==> config.mk <==
export PLATFORM = sky130hd
export DESIGN_NAME = fwd_unit
export DESIGN_NICKNAME = d
export VERILOG_FILES = /design/src/rtl/fwd_unit_pkg.sv /design/src/rtl/fwd_unit_fwd_sel.sv /design/src/rtl/fwd_unit.sv
export SDC_FILE = /design/constraint.sdc
export NUM_CORES = 1
export LEC_CHECK = 0
export CORE_MARGIN = 2
export CORE_UTILIZATION = 34
export CTS_CLUSTER_DIAMETER = 150
export DETAILED_ROUTE_END_ITERATION = 12
export GPL_TIMING_DRIVEN = 0
export HOLD_SLACK_MARGIN = 0.08
export PLACE_DENSITY = 0.95
export RECOVER_POWER = 50
export SLEW_MARGIN = 20
export SYNTH_ARGS = -nofsm -noshare
export SYNTH_HDL_FRONTEND = slang
export SYNTH_SLANG_ARGS = --single-unit
==> constraint.sdc <==
create_clock -name CLK -period 7.5 [get_ports CLK]
set_clock_uncertainty 0.2 [all_clocks]
set_input_delay 0.75 -clock CLK [delete_from_list [all_inputs] [get_ports CLK]]
set_output_delay 0.75 -clock CLK [all_outputs]
set_load 0.05 [all_outputs]
==> src/rtl/fwd_unit_pkg.sv <==
// rtl/fwd_unit_pkg.sv - shared constants, shadow-entry type and source test for fwd_unit
package fwd_unit_pkg;

  localparam int RA_W = 5;

  localparam logic [1:0] FWD_RF  = 2'b00;
  localparam logic [1:0] FWD_MEM = 2'b10;
  localparam logic [1:0] FWD_WB  = 2'b01;

  localparam logic [6:0] OP_LOAD = 7'b0000011;

  typedef struct packed {
    logic            valid;
    logic [RA_W-1:0] rd;
    logic            regwrite;
    logic            memread;
  } shadow_t;

  // x0 is hardwired to zero, so a write to it never produces a forwardable value
  function automatic logic is_source(input shadow_t e);
    return e.valid && e.regwrite && (e.rd != '0);
  endfunction

endpackage

==> src/rtl/fwd_unit_fwd_sel.sv <==
// rtl/fwd_unit_fwd_sel.sv - per-operand forward select: MEM beats WB, loads in MEM never forward
module fwd_sel
  import fwd_unit_pkg::*;
(
  input  logic            ex_valid,
  input  logic [RA_W-1:0] rs,
  input  shadow_t         mem,
  input  shadow_t         wb,
  output logic [1:0]      sel
);

  always_comb begin
    sel = FWD_RF;
    if (ex_valid) begin
      if (is_source(mem) && !mem.memread && (mem.rd == rs))
        sel = FWD_MEM;
      else if (is_source(wb) && (wb.rd == rs))
        sel = FWD_WB;
    end
  end

endmodule

==> src/rtl/fwd_unit.sv <==
// rtl/fwd_unit.sv - EX operand bypass with EX/MEM/WB shadow pipeline; LOAD_USE_CHECK_EN adds sticky load-use flag
module fwd_unit
  import fwd_unit_pkg::*;
#(
  parameter int XLEN = 32
) (
  input  logic            CLK,
  input  logic            RSTn,
  input  logic            id_valid,
  input  logic            clear,
  input  logic [RA_W-1:0] id_rs1,
  input  logic [RA_W-1:0] id_rs2,
  input  logic [RA_W-1:0] id_rd,
  input  logic            id_regwrite,
  input  logic            id_memread,
  input  logic [XLEN-1:0] ex_rs1_data,
  input  logic [XLEN-1:0] ex_rs2_data,
  input  logic [XLEN-1:0] mem_alu_result,
  input  logic [XLEN-1:0] wb_data,
  output logic [1:0]      fwd_a,
  output logic [1:0]      fwd_b,
  output logic [XLEN-1:0] operand_a,
  output logic [XLEN-1:0] operand_b,
  output logic            load_use_err
);

  shadow_t         ex_q, mem_q, wb_q;
  logic [RA_W-1:0] ex_rs1_q, ex_rs2_q;

  // EX and later never stall, so the shadow pipeline shifts unconditionally
  always_ff @(posedge CLK or negedge RSTn) begin
    if (!RSTn) begin
      ex_q     <= '0;
      mem_q    <= '0;
      wb_q     <= '0;
      ex_rs1_q <= '0;
      ex_rs2_q <= '0;
    end else begin
      ex_q     <= '{valid: id_valid & ~clear, rd: id_rd,
                    regwrite: id_regwrite, memread: id_memread};
      mem_q    <= ex_q;
      wb_q     <= mem_q;
      ex_rs1_q <= id_rs1;
      ex_rs2_q <= id_rs2;
    end
  end

  fwd_sel u_sel_a (
    .ex_valid (ex_q.valid),
    .rs       (ex_rs1_q),
    .mem      (mem_q),
    .wb       (wb_q),
    .sel      (fwd_a)
  );

  fwd_sel u_sel_b (
    .ex_valid (ex_q.valid),
    .rs       (ex_rs2_q),
    .mem      (mem_q),
    .wb       (wb_q),
    .sel      (fwd_b)
  );

  always_comb begin
    case (fwd_a)
      FWD_MEM: operand_a = mem_alu_result;
      FWD_WB:  operand_a = wb_data;
      default: operand_a = ex_rs1_data;
    endcase
    case (fwd_b)
      FWD_MEM: operand_b = mem_alu_result;
      FWD_WB:  operand_b = wb_data;
      default: operand_b = ex_rs2_data;
    endcase
  end

`ifdef LOAD_USE_CHECK_EN
  logic lu_hit;

  // a dependent instruction directly behind a load means the bubble logic failed to stall
  assign lu_hit = ex_q.valid && is_source(mem_q) && mem_q.memread &&
                  ((mem_q.rd == ex_rs1_q) || (mem_q.rd == ex_rs2_q));

  always_ff @(posedge CLK or negedge RSTn) begin
    if (!RSTn)
      load_use_err <= 1'b0;
    else if (lu_hit)
      load_use_err <= 1'b1;
  end
`else
  assign load_use_err = 1'b0;
`endif

endmodule
==> metrics.md <==
| Metric | Value |
|---|---|
| Avg Synthesized Cell Area | 7.79 um2 |
| Post-placement cell count | 598 |
| Placeable core region | 6760 um2 |
| Gpl congestion | 0.934 |
| Final ANT Viol Nets | 0 |
| Crit Path Max Fanout | 10 |
| Count of cell types in the netlist | 24 |
| Final critical-path share of the clock period | 70.1% |
| Number of buffers between clock root and the deepest sink | 2 |
| Detail-routed via count per cell | 5.47 |
| Sequential power share | 36.3% |
| Vertical die dimension | 87.2 um |
| Net switching share of the total power | 32.7% |
| IO Count | 218 |
| Register area share after synthesis | 35.1% |
| Clock root buffer | sky130_fd_sc_hd__clkbuf_8 |
| Net switching power of the design | 0.000176 W |
| PostCTS Resize Cnt | 0 |
| Placed wire-length estimate | 9190 um |
| Category of the most critical setup path | register to primary output |
| Unrepaired setup endpoints after global routing | no |
| Cell area power density | 114 nW/um2 |
| 1st-pass router iterations | 5 |
| Synthesized area | 2350 um2 |
| Critical Path Source Type | register |
| TritonCTS clock tree | yes |
| Worst Path Required | 6.55 ns |
| Number of I/O port buffers | 216 |
| Library cell appearing most often on the critical path | sky130_fd_sc_hd__clkbuf_1 |
| Worst hold-check path type | register to register |
| Clock transition at the registers of the reported paths | 0.07 ns |
| Number of violations reported at the end of detailed-routing iteration 0 | 128 |
| Internal power consumption | 0.000361 W |
| Most instantiated cells after synthesis | sky130_fd_sc_hd__nand2_1 (69), sky130_fd_sc_hd__a22oi_1 (64), sky130_fd_sc_hd__o21ai_0 (64), sky130_fd_sc_hd__dfrtp_1 (33), sky130_fd_sc_hd__clkbuf_1 (26) |
| Most common cell in the netlist | sky130_fd_sc_hd__nand2_1 |
| DR WL/cell | 18.4 um |
| Initial cell density of the core | 34.8% |
| CP Cell Sequence | or4_1 > o21ai_2 > nor3_2 > nor4_1 > ha_1 > clkbuf_1 > clkbuf_1 > nand2_1 > o21ai_0 > clkdlybuf4s50_1 |
| Hold-fix buffer count after cts | 0 |
| Worst path top cell family by delay | buffers and inverters |
| Setup total negative slack | 0 ns |
| Number of enable-type register cells in the synthesized netlist | 0 |
| Proportion of layout cells with a drive suffix above 1 | 2.09% |
| Fraction of registers with async set/reset | 100% |
| Critical path arrival | 4.31 ns |
| Clock sink total | 33 |
| Final-report hold violation count | 0 |
| Maximum cell stage delay along the critical path | 0.87 ns |
| Insertion delay to the later sink of the worst-skew pair | 0.28 ns |
| Clock network power share | 22.6% |
| Number of remaining DRC errors | 0 |
| Number of cells produced by synthesis | 302 |
| Dominant cell type by area after synthesis | sky130_fd_sc_hd__dfrtp_1 |
| Post-synth net total | 455 |
| Highest Clock Rate | 0.190 GHz |
| Layout Nets | 678 |
| Clock buffer count from CTS | 5 |
| Buf+Inv Stages, Crit Path | 3 |
| Number of antenna violations at the first check in global routing | 0 |
| Total global routing overflow | 0 |
| Postcts setup bufs | 0 |
| Final-report max-slew violation count | 34 |
| Global-route wire length before repair | 16400 um |
| Slew at the pin closest to its max-slew limit | 1.61 ns |
| DR vias | 3321 |
| Type of destination of the critical path | primary output |
| Failing checks | capacitance limit, slew limit |
| Final period demand of the worst path | 5.26 ns |
| Largest net degree at the start of global routing | 34 |
| Fraction of power consumed by combinational cells | 41.1% |
| Number of non-filler instances in the completed layout | 607 |
| Synthesis-to-finish area growth | 99.5% |
| Finished Core Util | 69.5% |
| Flip-flop and latch count after synthesis | 33 |
| Share of the synthesized area in the top cell type | 35.1% |
| Sum of routed wire length over all layers | 11200 um |
| IR Drop Worst-Case VDD | 206 uV |
| Run status | finished, violations left |
| Cell types occupying the most area after synthesis | sky130_fd_sc_hd__dfrtp_1 (35%), sky130_fd_sc_hd__a22oi_1 (20%), sky130_fd_sc_hd__o21ai_0 (14%), sky130_fd_sc_hd__nand2_1 (11%), sky130_fd_sc_hd__xnor2_1 (6.7%) |
| Max-cap check violation count | 1 |
| Worst slack on hold paths | 0.147 ns |
| Cell at the slowest stage of the critical path | sky130_fd_sc_hd__clkdlybuf4s50_1 |
| Final-layout fill cell count | 531 |
| Floorplan die area | 7600 um2 |
| Yosys Warn Count | 0 |
| Chip Width | 87.2 um |
| Most frequently used flop master after synthesis | sky130_fd_sc_hd__dfrtp_1 |
| Global routing usage summed across all routing layers | 27.8% |
| Final setup vio count | 0 |
| Via count of the first global-routing pass | 3284 |
| Worst slew slack as a fraction of its limit | -7.55% |
| Std-Cell Rows | 30 |
| Maximum level of the CTS H-tree | 2 |
| Static leakage | 1.78 nW |
==> path summary, 6_finish.rpt <==
kind / cells after the start / from / to / slack (ns)
max: 10 / mem_q[5] / operand_a[29] / 2.24
min: 0 / ex_q[3] / mem_q[3] / 0.15
max reg2reg: 0 / mem_q[3] / wb_q[3] / 6.72
min reg2reg: 0 / ex_q[3] / mem_q[3] / 0.15
max in group asynchronous: 1 / RSTn / ex_q[7] / 5.49
min in group asynchronous: 1 / RSTn / wb_q[6] / 0.67
==> metrics by stage <==
stage | worst slack, ns | power [W] | area (um2)
after floorplan | 1.81 | 0.000290 | 2350
after global placement | 2.67 | 0.000415 | 4610
after detailed placement | 2.61 | 0.000419 | 4610
after CTS | 2.26 | 0.000541 | 4690
after global routing | 2.07 | 0.000560 | 4690
final | 2.24 | 0.000537 | 4690
==> cell families (layout without fill, tap and decap cells) <==
group | after synthesis | in the layout | share of synthesized area, %
compound gates | 129 | 129 | 34.4
simple gates | 88 | 88 | 16.3
flops | 33 | 33 | 35.1
buf+inv | 27 | 251 | 4.47
xor+xnor | 20 | 20 | 7.45
fa+ha+maj | 4 | 4 | 2.13
other cells | 1 | 2 | 0.159
==> state kept, by name (all words and copies together) (netlist names) <==
name and count:
ex_q 8, mem_q 8, wb_q 7, ex_rs1_q 5, ex_rs2_q 5
==> power groups by stage <==
stage | Combinational, W | Sequential (W) | Clock (W)
floorplan | 0.0000938 | 0.000196 | 0
global placement | 0.000218 | 0.000197 | 0
detailed placement | 0.000221 | 0.000198 | 0
CTS | 0.000222 | 0.000195 | 0.000124
global route | 0.000230 | 0.000196 | 0.000134
finish | 0.000221 | 0.000195 | 0.000121
==> per-layer routing <==
layer  vias up  routed length, um  share of wire (%)  track usage, %
met4         0                307                2.7            9.93
li1       1552                  -                  -               -
met1      1556               4000                 36            31.4
met2       181               5860                 52            50.0
met5         -                  0                  0               0
met3        32               1030                9.2            7.77
==> layout by cell type, fill, tap and decap left out <==
cell,count
sky130_fd_sc_hd__conb_1,1
sky130_fd_sc_hd__o21ai_0,64
sky130_fd_sc_hd__clkbuf_8,5
sky130_fd_sc_hd__and3b_1,1
sky130_fd_sc_hd__nand4_1,2
sky130_fd_sc_hd__nor2_1,1
sky130_fd_sc_hd__nor2b_1,2
sky130_fd_sc_hd__clkbuf_1,28
sky130_fd_sc_hd__or4_1,3
sky130_fd_sc_hd__a22oi_1,64
sky130_fd_sc_hd__nand2b_1,1
sky130_fd_sc_hd__nor3_1,1
sky130_fd_sc_hd__clkinv_2,2
sky130_fd_sc_hd__xor2_1,2
sky130_fd_sc_hd__diode_2,1
sky130_fd_sc_hd__buf_4,1
sky130_fd_sc_hd__clkdlybuf4s50_1,196
sky130_fd_sc_hd__ha_1,4
sky130_fd_sc_hd__dlygate4sd3_1,19
sky130_fd_sc_hd__nand2_1,69
sky130_fd_sc_hd__and2_2,1
sky130_fd_sc_hd__xnor2_1,18
sky130_fd_sc_hd__nor4_1,2
sky130_fd_sc_hd__dfrtp_1,33
sky130_fd_sc_hd__and3_1,1
sky130_fd_sc_hd__nand3_1,2
sky130_fd_sc_hd__and2_1,1
sky130_fd_sc_hd__nor3_2,1
sky130_fd_sc_hd__o21ai_2,1
==> final cells by class <==
class | count | area, um2 | area share (%)
clock inverters | 2 | 10.0 | 0.213
plain buffers | 27 | 105 | 2.24
multi-input cells | 242 | 1420 | 30.3
diodes | 1 | 2.50 | 0.0533
repair buffers | 216 | 2160 | 45.9
well taps | 80 | 100 | 2.13
clock buffers | 6 | 72.6 | 1.55
flip-flops and latches | 33 | 826 | 17.6
(Power assumes the default switching activity.)
